## src/rtl/ex_mem_pipe_stage.sv

```systemverilog
// EX->MEM elastic pipeline register with valid/ready handshake, flush-to-bubble and stall counter.
// Define PIPE_SKID_EN to add a skid entry and register in_ready_o, removing the out_ready_i -> in_ready_o path.
module ex_mem_pipe_stage #(
    parameter int CTRL_W  = 7,
    parameter int DATA_W  = 32,
    parameter int N_LANES = 5,
    parameter int RD_W    = 5,
    parameter int CNT_W   = 16
) (
    input  logic                      clk_i,
    input  logic                      reset_i,
    input  logic                      flush_i,
    input  logic                      in_valid_i,
    output logic                      in_ready_o,
    input  logic [CTRL_W-1:0]         ctrl_i,
    input  logic [N_LANES*DATA_W-1:0] data_i,
    input  logic [RD_W-1:0]           rd_i,
    output logic                      out_valid_o,
    input  logic                      out_ready_i,
    output logic [CTRL_W-1:0]         ctrl_o,
    output logic [N_LANES*DATA_W-1:0] data_o,
    output logic [RD_W-1:0]           rd_o,
    output logic [CNT_W-1:0]          stall_cnt_o
);

    logic                      main_valid;
    logic [CTRL_W-1:0]         main_ctrl;
    logic [N_LANES*DATA_W-1:0] main_data;
    logic [RD_W-1:0]           main_rd;
    logic [CNT_W-1:0]          stall_cnt;
    logic                      ready;
    logic                      in_xfer;
    logic                      out_xfer;

    assign in_xfer  = in_valid_i & ready;
    assign out_xfer = main_valid & out_ready_i;

`ifdef PIPE_SKID_EN
    logic                      skid_valid;
    logic [CTRL_W-1:0]         skid_ctrl;
    logic [N_LANES*DATA_W-1:0] skid_data;
    logic [RD_W-1:0]           skid_rd;

    // Ready depends only on the skid flag, so it is a flop output.
    assign ready = !skid_valid;

    always_ff @(posedge clk_i or posedge reset_i) begin
        if (reset_i) begin
            main_valid <= 1'b0;
            main_ctrl  <= '0;
            main_data  <= '0;
            main_rd    <= '0;
            skid_valid <= 1'b0;
            skid_ctrl  <= '0;
            skid_data  <= '0;
            skid_rd    <= '0;
        end else if (flush_i) begin
            main_valid <= 1'b0;
            skid_valid <= 1'b0;
        end else if (out_xfer) begin
            if (skid_valid) begin
                main_ctrl  <= skid_ctrl;
                main_data  <= skid_data;
                main_rd    <= skid_rd;
                skid_valid <= 1'b0;
            end else if (in_xfer) begin
                main_ctrl <= ctrl_i;
                main_data <= data_i;
                main_rd   <= rd_i;
            end else begin
                main_valid <= 1'b0;
            end
        end else if (in_xfer) begin
            if (main_valid) begin
                skid_valid <= 1'b1;
                skid_ctrl  <= ctrl_i;
                skid_data  <= data_i;
                skid_rd    <= rd_i;
            end else begin
                main_valid <= 1'b1;
                main_ctrl  <= ctrl_i;
                main_data  <= data_i;
                main_rd    <= rd_i;
            end
        end
    end
`else
    assign ready = !main_valid | out_ready_i;

    always_ff @(posedge clk_i or posedge reset_i) begin
        if (reset_i) begin
            main_valid <= 1'b0;
            main_ctrl  <= '0;
            main_data  <= '0;
            main_rd    <= '0;
        end else if (flush_i) begin
            main_valid <= 1'b0;
        end else if (in_xfer) begin
            main_valid <= 1'b1;
            main_ctrl  <= ctrl_i;
            main_data  <= data_i;
            main_rd    <= rd_i;
        end else if (out_xfer) begin
            main_valid <= 1'b0;
        end
    end
`endif

    always_ff @(posedge clk_i or posedge reset_i) begin
        if (reset_i) begin
            stall_cnt <= '0;
        end else if (main_valid && !out_ready_i && stall_cnt != '1) begin
            stall_cnt <= stall_cnt + 1'b1;
        end
    end

    // Bubbles present zero control and rd so nothing downstream commits.
    assign in_ready_o  = ready;
    assign out_valid_o = main_valid;
    assign ctrl_o      = main_valid ? main_ctrl : '0;
    assign rd_o        = main_valid ? main_rd : '0;
    assign data_o      = main_data;
    assign stall_cnt_o = stall_cnt;

endmodule
```

## config.mk

```make
export PLATFORM = sky130hd
export DESIGN_NAME = ex_mem_pipe_stage
export DESIGN_NICKNAME = d
export VERILOG_FILES = /design/src/rtl/ex_mem_pipe_stage.sv
export SDC_FILE = /design/constraint.sdc
export NUM_CORES = 1
export LEC_CHECK = 0
export CORE_MARGIN = 8
export CORE_UTILIZATION = 25
export CTS_BUF_LIST = sky130_fd_sc_hd__clkbuf_2 sky130_fd_sc_hd__clkbuf_4 sky130_fd_sc_hd__clkbuf_8
export CTS_CLUSTER_DIAMETER = 150
export DETAILED_ROUTE_END_ITERATION = 6
export SLEW_MARGIN = 10
export SYNTH_ARGS = -nofsm -noshare
export SYNTH_HDL_FRONTEND = slang
export SYNTH_SLANG_ARGS = --single-unit
```

## constraint.sdc

```tcl
create_clock -name clk_i -period 7.3 [get_ports clk_i]
set_input_delay 1.46 -clock clk_i [delete_from_list [all_inputs] [get_ports clk_i]]
set_output_delay 1.46 -clock clk_i [all_outputs]
set_load 0.005 [all_outputs]
```

# After elaboration in Yosys (flattened, before gate mapping)
# Index checks and enable logic that the tools add are counted.
[word_totals]
reg_bits = 189
input_bits = 177
output_inout_bits = 190
[op_classes]
addsub = 1
n_eq_ne = 1
mux = 5
bitwise_logic = 4
n_reduce_logical = 6
[ops]
columns = ["op", "n"]
rows = [
  ["adder 16 x 1 -> 16 bit (second input constant)", 1],
  ["inequality test 16 bit (second input constant)", 1],
  ["two-way mux 7 bit", 1],
  ["two-way mux 5 bit", 1],
  ["two-way mux 1 bit", 3],
  ["nonzero test 3 bit", 1],
  ["AND 1 bit", 2],
  ["logical AND 1 bit", 2],
  ["logical NOT 1 bit", 2],
  ["AND reduction 2 bit", 1],
  ["NOT 1 bit", 1],
  ["bitwise OR 1 bit", 1],
]

# Longest topological paths before layout
[logic_depth]
depth_word = 5
mapped_depth = 6

# Least setup slack after synthesis
# OpenSTA, ideal clock, no wires.
[synth_timing]
kind = "input to output"
start = "input out_ready_i"
end = "output in_ready_o"
t_arrival_ns = 1.651
required_ns = 5.840
path_slack_ns = 4.189
stages = 2
path_cell_list = "nor2b_4 -> inv_2"
[synth_between]
elab_chain_cells = 1
[synth_rtl]
columns = ["item", "line_no", "source"]
rows = [
  ["start, declared", "19", "input logic out_ready_i,"],
  ["bitwise OR 1 bit", "88", "assign ready = !main_valid | out_ready_i;"],
  ["end, declared", "14", "output logic in_ready_o,"],
]
# No other way between the ends.

# Worst setup path in the final report
# Ends and elaborated chain as after synthesis.

==> summary.txt <==
Run status
  – Status: complete, no violations

Synth
  – Syn_area_per_cell: about 17 um2
  – Post-Syn Area: slightly below 8000 um2
  – Synth top area cells: dfrtp_1 (61%), mux2_4 (16%), mux2_2 (13%)
  – Most frequent cell after synthesis: dfrtp_1
  – #FFs+latches synth: ~190
  – EDFF count, synth: 0
  – Synth Net Count: 636
  – Ys Warns: 0
  – Main synth FF type: dfrtp_1
  – Synth cell count leaders: dfrtp_1 (189), mux2_2 (92), mux2_4 (82)
  – Sequential element share of the synthesized area: 0.613
  – Async SR Flop Fraction: 1.00
  – Mapped Cells: 458
  – Post-synth top area share: 0.613
  – Yosys top cell by area: dfrtp_1
  – Synth unique cells: 40

Critical path
  – Worst path bufs/invs: 3
  – Critical path arrival: 2.74 ns
  – Critical-path top delay cell: clkdlybuf4s50_1
  – Largest stage delay on the critical path: roughly 0.56 ns
  – Most frequent CP cell: clkdlybuf4s50_1
  – Reg2Reg Setup Slack: between 4 and 5 ns
  – Crit Path Category: input port to output port
  – Data required, critical path: ~5.8 ns
  – CP top delay family: buffers and inverters
  – CP max FO: 6
  – CP Cell Sequence: clkdlybuf4s50_1 -> nor2b_4 -> inv_2 -> clkdlybuf4s50_1
  – Worst setup EP type: output port
  – CP startpoint kind: input port

Floorplanning
  – Core Region: 30500 um2
  – FP Rows: 64
  – Initial cell density of the core: 0.253
  – Top-level port count: between 300 and 400
  – Die W: between 150 and 200 um
  – Die height: between 150 and 200 um
  – Die Area: between 30000 and 40000 um2

Placement
  – Placed Instances: ~1200
  – Detailed placer's ending HPWL: between 15000 and 20000 um
  – Port Buffer Count: approximately 370
  – Final Wtd Congestion: approximately 0.75

Clock network
  – Worst skew pair latency: between 0.4 and 0.5 ns
  – Post-CTS Hold Buffers: 0
  – CTS tree: built
  – Reg clk slew, reported paths: 0.10 ns
  – H-tree Lvls: 4
  – Clk Tree Root Cell: clkbuf_8
  – CTS buffer count: 17
  – CTS Sinks: approximately 190
  – PostCTS Resize Cnt: 0
  – Buffer count from post-CTS setup fixing: 0
  – Deepest clock path buffer count: 2

Timing
  – Post-Route Skew: about 0.011 ns
  – Final Hold Viols: 0
  – RSZ-0062 raised after global routing: false
  – Setup TNS: 0 ns
  – Slew @ Worst Pin: ~0.88 ns
  – Final Critical Period: ~4.2 ns
  – Tcrit/Tclk final: 0.576
  – Fin. max-slew vios: 0
  – Rel. slew slack: 0.412
  – Hold WS: about 0.51 ns
  – Fmax achieved: between 200 and 250 MHz
  – Final setup fails: 0

Flow run
  – # Max-Cap Violations: 0

Drt
  – Vias per cell: about 4.2
  – Met3 WL: roughly 3000 um
  – M1 wire length: approximately 9400 um
  – Top Layer Used: met4
  – WL final: ~24000 um
  – Wire per inst: slightly below 20 um
  – DRC violations left: 0
  – Iter 0 DRT Violations: 118
  – Detailed Routing Iterations Pass 1: 4
  – Wire length on met2: between 10000 and 15000 um
  – Antenna Nets Post-Route: 0
  – Vias: 5173

Power
  – Pleak: slightly above 5 nW
  – Internal power: between 0.002 and 0.0025 W
  – Clock share of power: 0.254
  – Tot Pwr: between 0.002 and 0.003 W
  – Sequential group share of total power: 0.469
  – P_sw: 0.000766 W
  – Pwr Density: 235 nW/um2
  – Gate power share: 0.277
  – Worst VDD drop: between 0.1 and 0.15 mV
  – Sw frac: 0.267

Layout
  – P&R area growth vs syn: 57.8%
  – Net count, final: roughly 1000
  – N_diodes: 0
  – Layout cell share with drive strength beyond 1: 0.266
  – Finished Layout Cells: 1235

Global route
  – Initial antenna violation count: 0
  – Vias in the first global route: between 5000 and 6000
  – First-pass GRT wire length: about 36000 um
  – GR Util All Layers: 0.128
  – Total grt overflow: 0
  – Largest net degree at the start of global routing: 101

Min path
  – Min-delay worst type: flop to flop
sequential cells by signal, indices dropped and copies added, names as in the netlist:
| name | count |
|---|---|
| data_o | 160 |
| stall_cnt_o | 16 |
| main_rd | 5 |
| main_ctrl | 7 |
| out_valid_o | 1 |
per-layer routing:
layer / track usage / vias to the layer above
met5: 0 / -
met4: 0.0320 / 0
met3: 0.0695 / 10
met2: 0.210 / 228
met1: 0.144 / 2571
li1: - / 2364
logic make-up after synthesis:
kind of cell,count (synthesis),synth area share
AO/OA/AOI/OAI,10,0.00940
XOR/XNOR,7,0.00794
adder cells (fa/ha/maj),1,0.00162
buffers and inverters,23,0.0220
flip-flops,189,0.613
multiplexers,175,0.295
AND/OR/NAND/NOR,53,0.0511
power groups by stage:
stage                     Clock (W)  Sequential, W  Combinational [W]
after floorplan                   0        0.00135           0.000279
after global placement            0        0.00136           0.000800
after global routing       0.000809        0.00137           0.000849
after detailed placement          0        0.00136           0.000804
after CTS                  0.000770        0.00135           0.000809
final                      0.000728        0.00134           0.000794
stage by stage:
stage	instance area, um2	setup slack, ns	utilization
2_1_floorplan	7720	0.698	-
3_3_place_gp	11800	3.15	0.386
3_5_place_dp	11800	3.11	0.386
4_1_cts	12200	3.10	0.399
5_1_grt	12200	3.07	0.399
6_report	12200	3.10	0.399
cell type report:
cell class              count  area (um2)
fillers                  2931       18300
flip-flops and latches    189        4730
repair buffers            371        3710
multi-input cells         246        2830
well taps                 396         495
clock buffers              18         241
clock inverters            13         159
inverters                   2        15.0
placed cells by master (no fill, tap or decap), types with 2 or more instances in the layout:
master           instances
nand4_4                  2
buf_4                    4
nand2_1                  3
xor2_1                   3
nand4_1                  5
clkbuf_8                17
mux2_4                  82
bufinv_16                2
clkdlybuf4s50_1        366
mux2_2                  92
a31oi_1                  2
and3_1                   2
xnor2_1                  4
inv_8                    4
nor2_1                   7
clkinvlp_4               4
a21oi_1                  2
o21a_1                   2
inv_6                    3
nand4b_1                 2
and2_1                  12
nand3_1                  6
nor3b_1                  2
nor4_4                   2
dfrtp_1                189
path summary, 6_finish.rpt:
kind	depth (start not counted)	startpoint	end
setup / recovery	4	out_ready_i	in_ready_o
hold / removal	1	main_ctrl[3]$_DFFE_PP0P_	main_ctrl[3]$_DFFE_PP0P_
setup reg to reg	4	out_valid_o$_DFFE_PP0P_	data_o[47]$_DFFE_PP0P_
hold reg to reg	1	main_ctrl[3]$_DFFE_PP0P_	main_ctrl[3]$_DFFE_PP0P_
max in group asynchronous	3	reset_i	data_o[115]$_DFFE_PP0P_
min in group asynchronous	2	reset_i	data_o[72]$_DFFE_PP0P_
No activity file was read; power rests on OpenSTA's default activity.
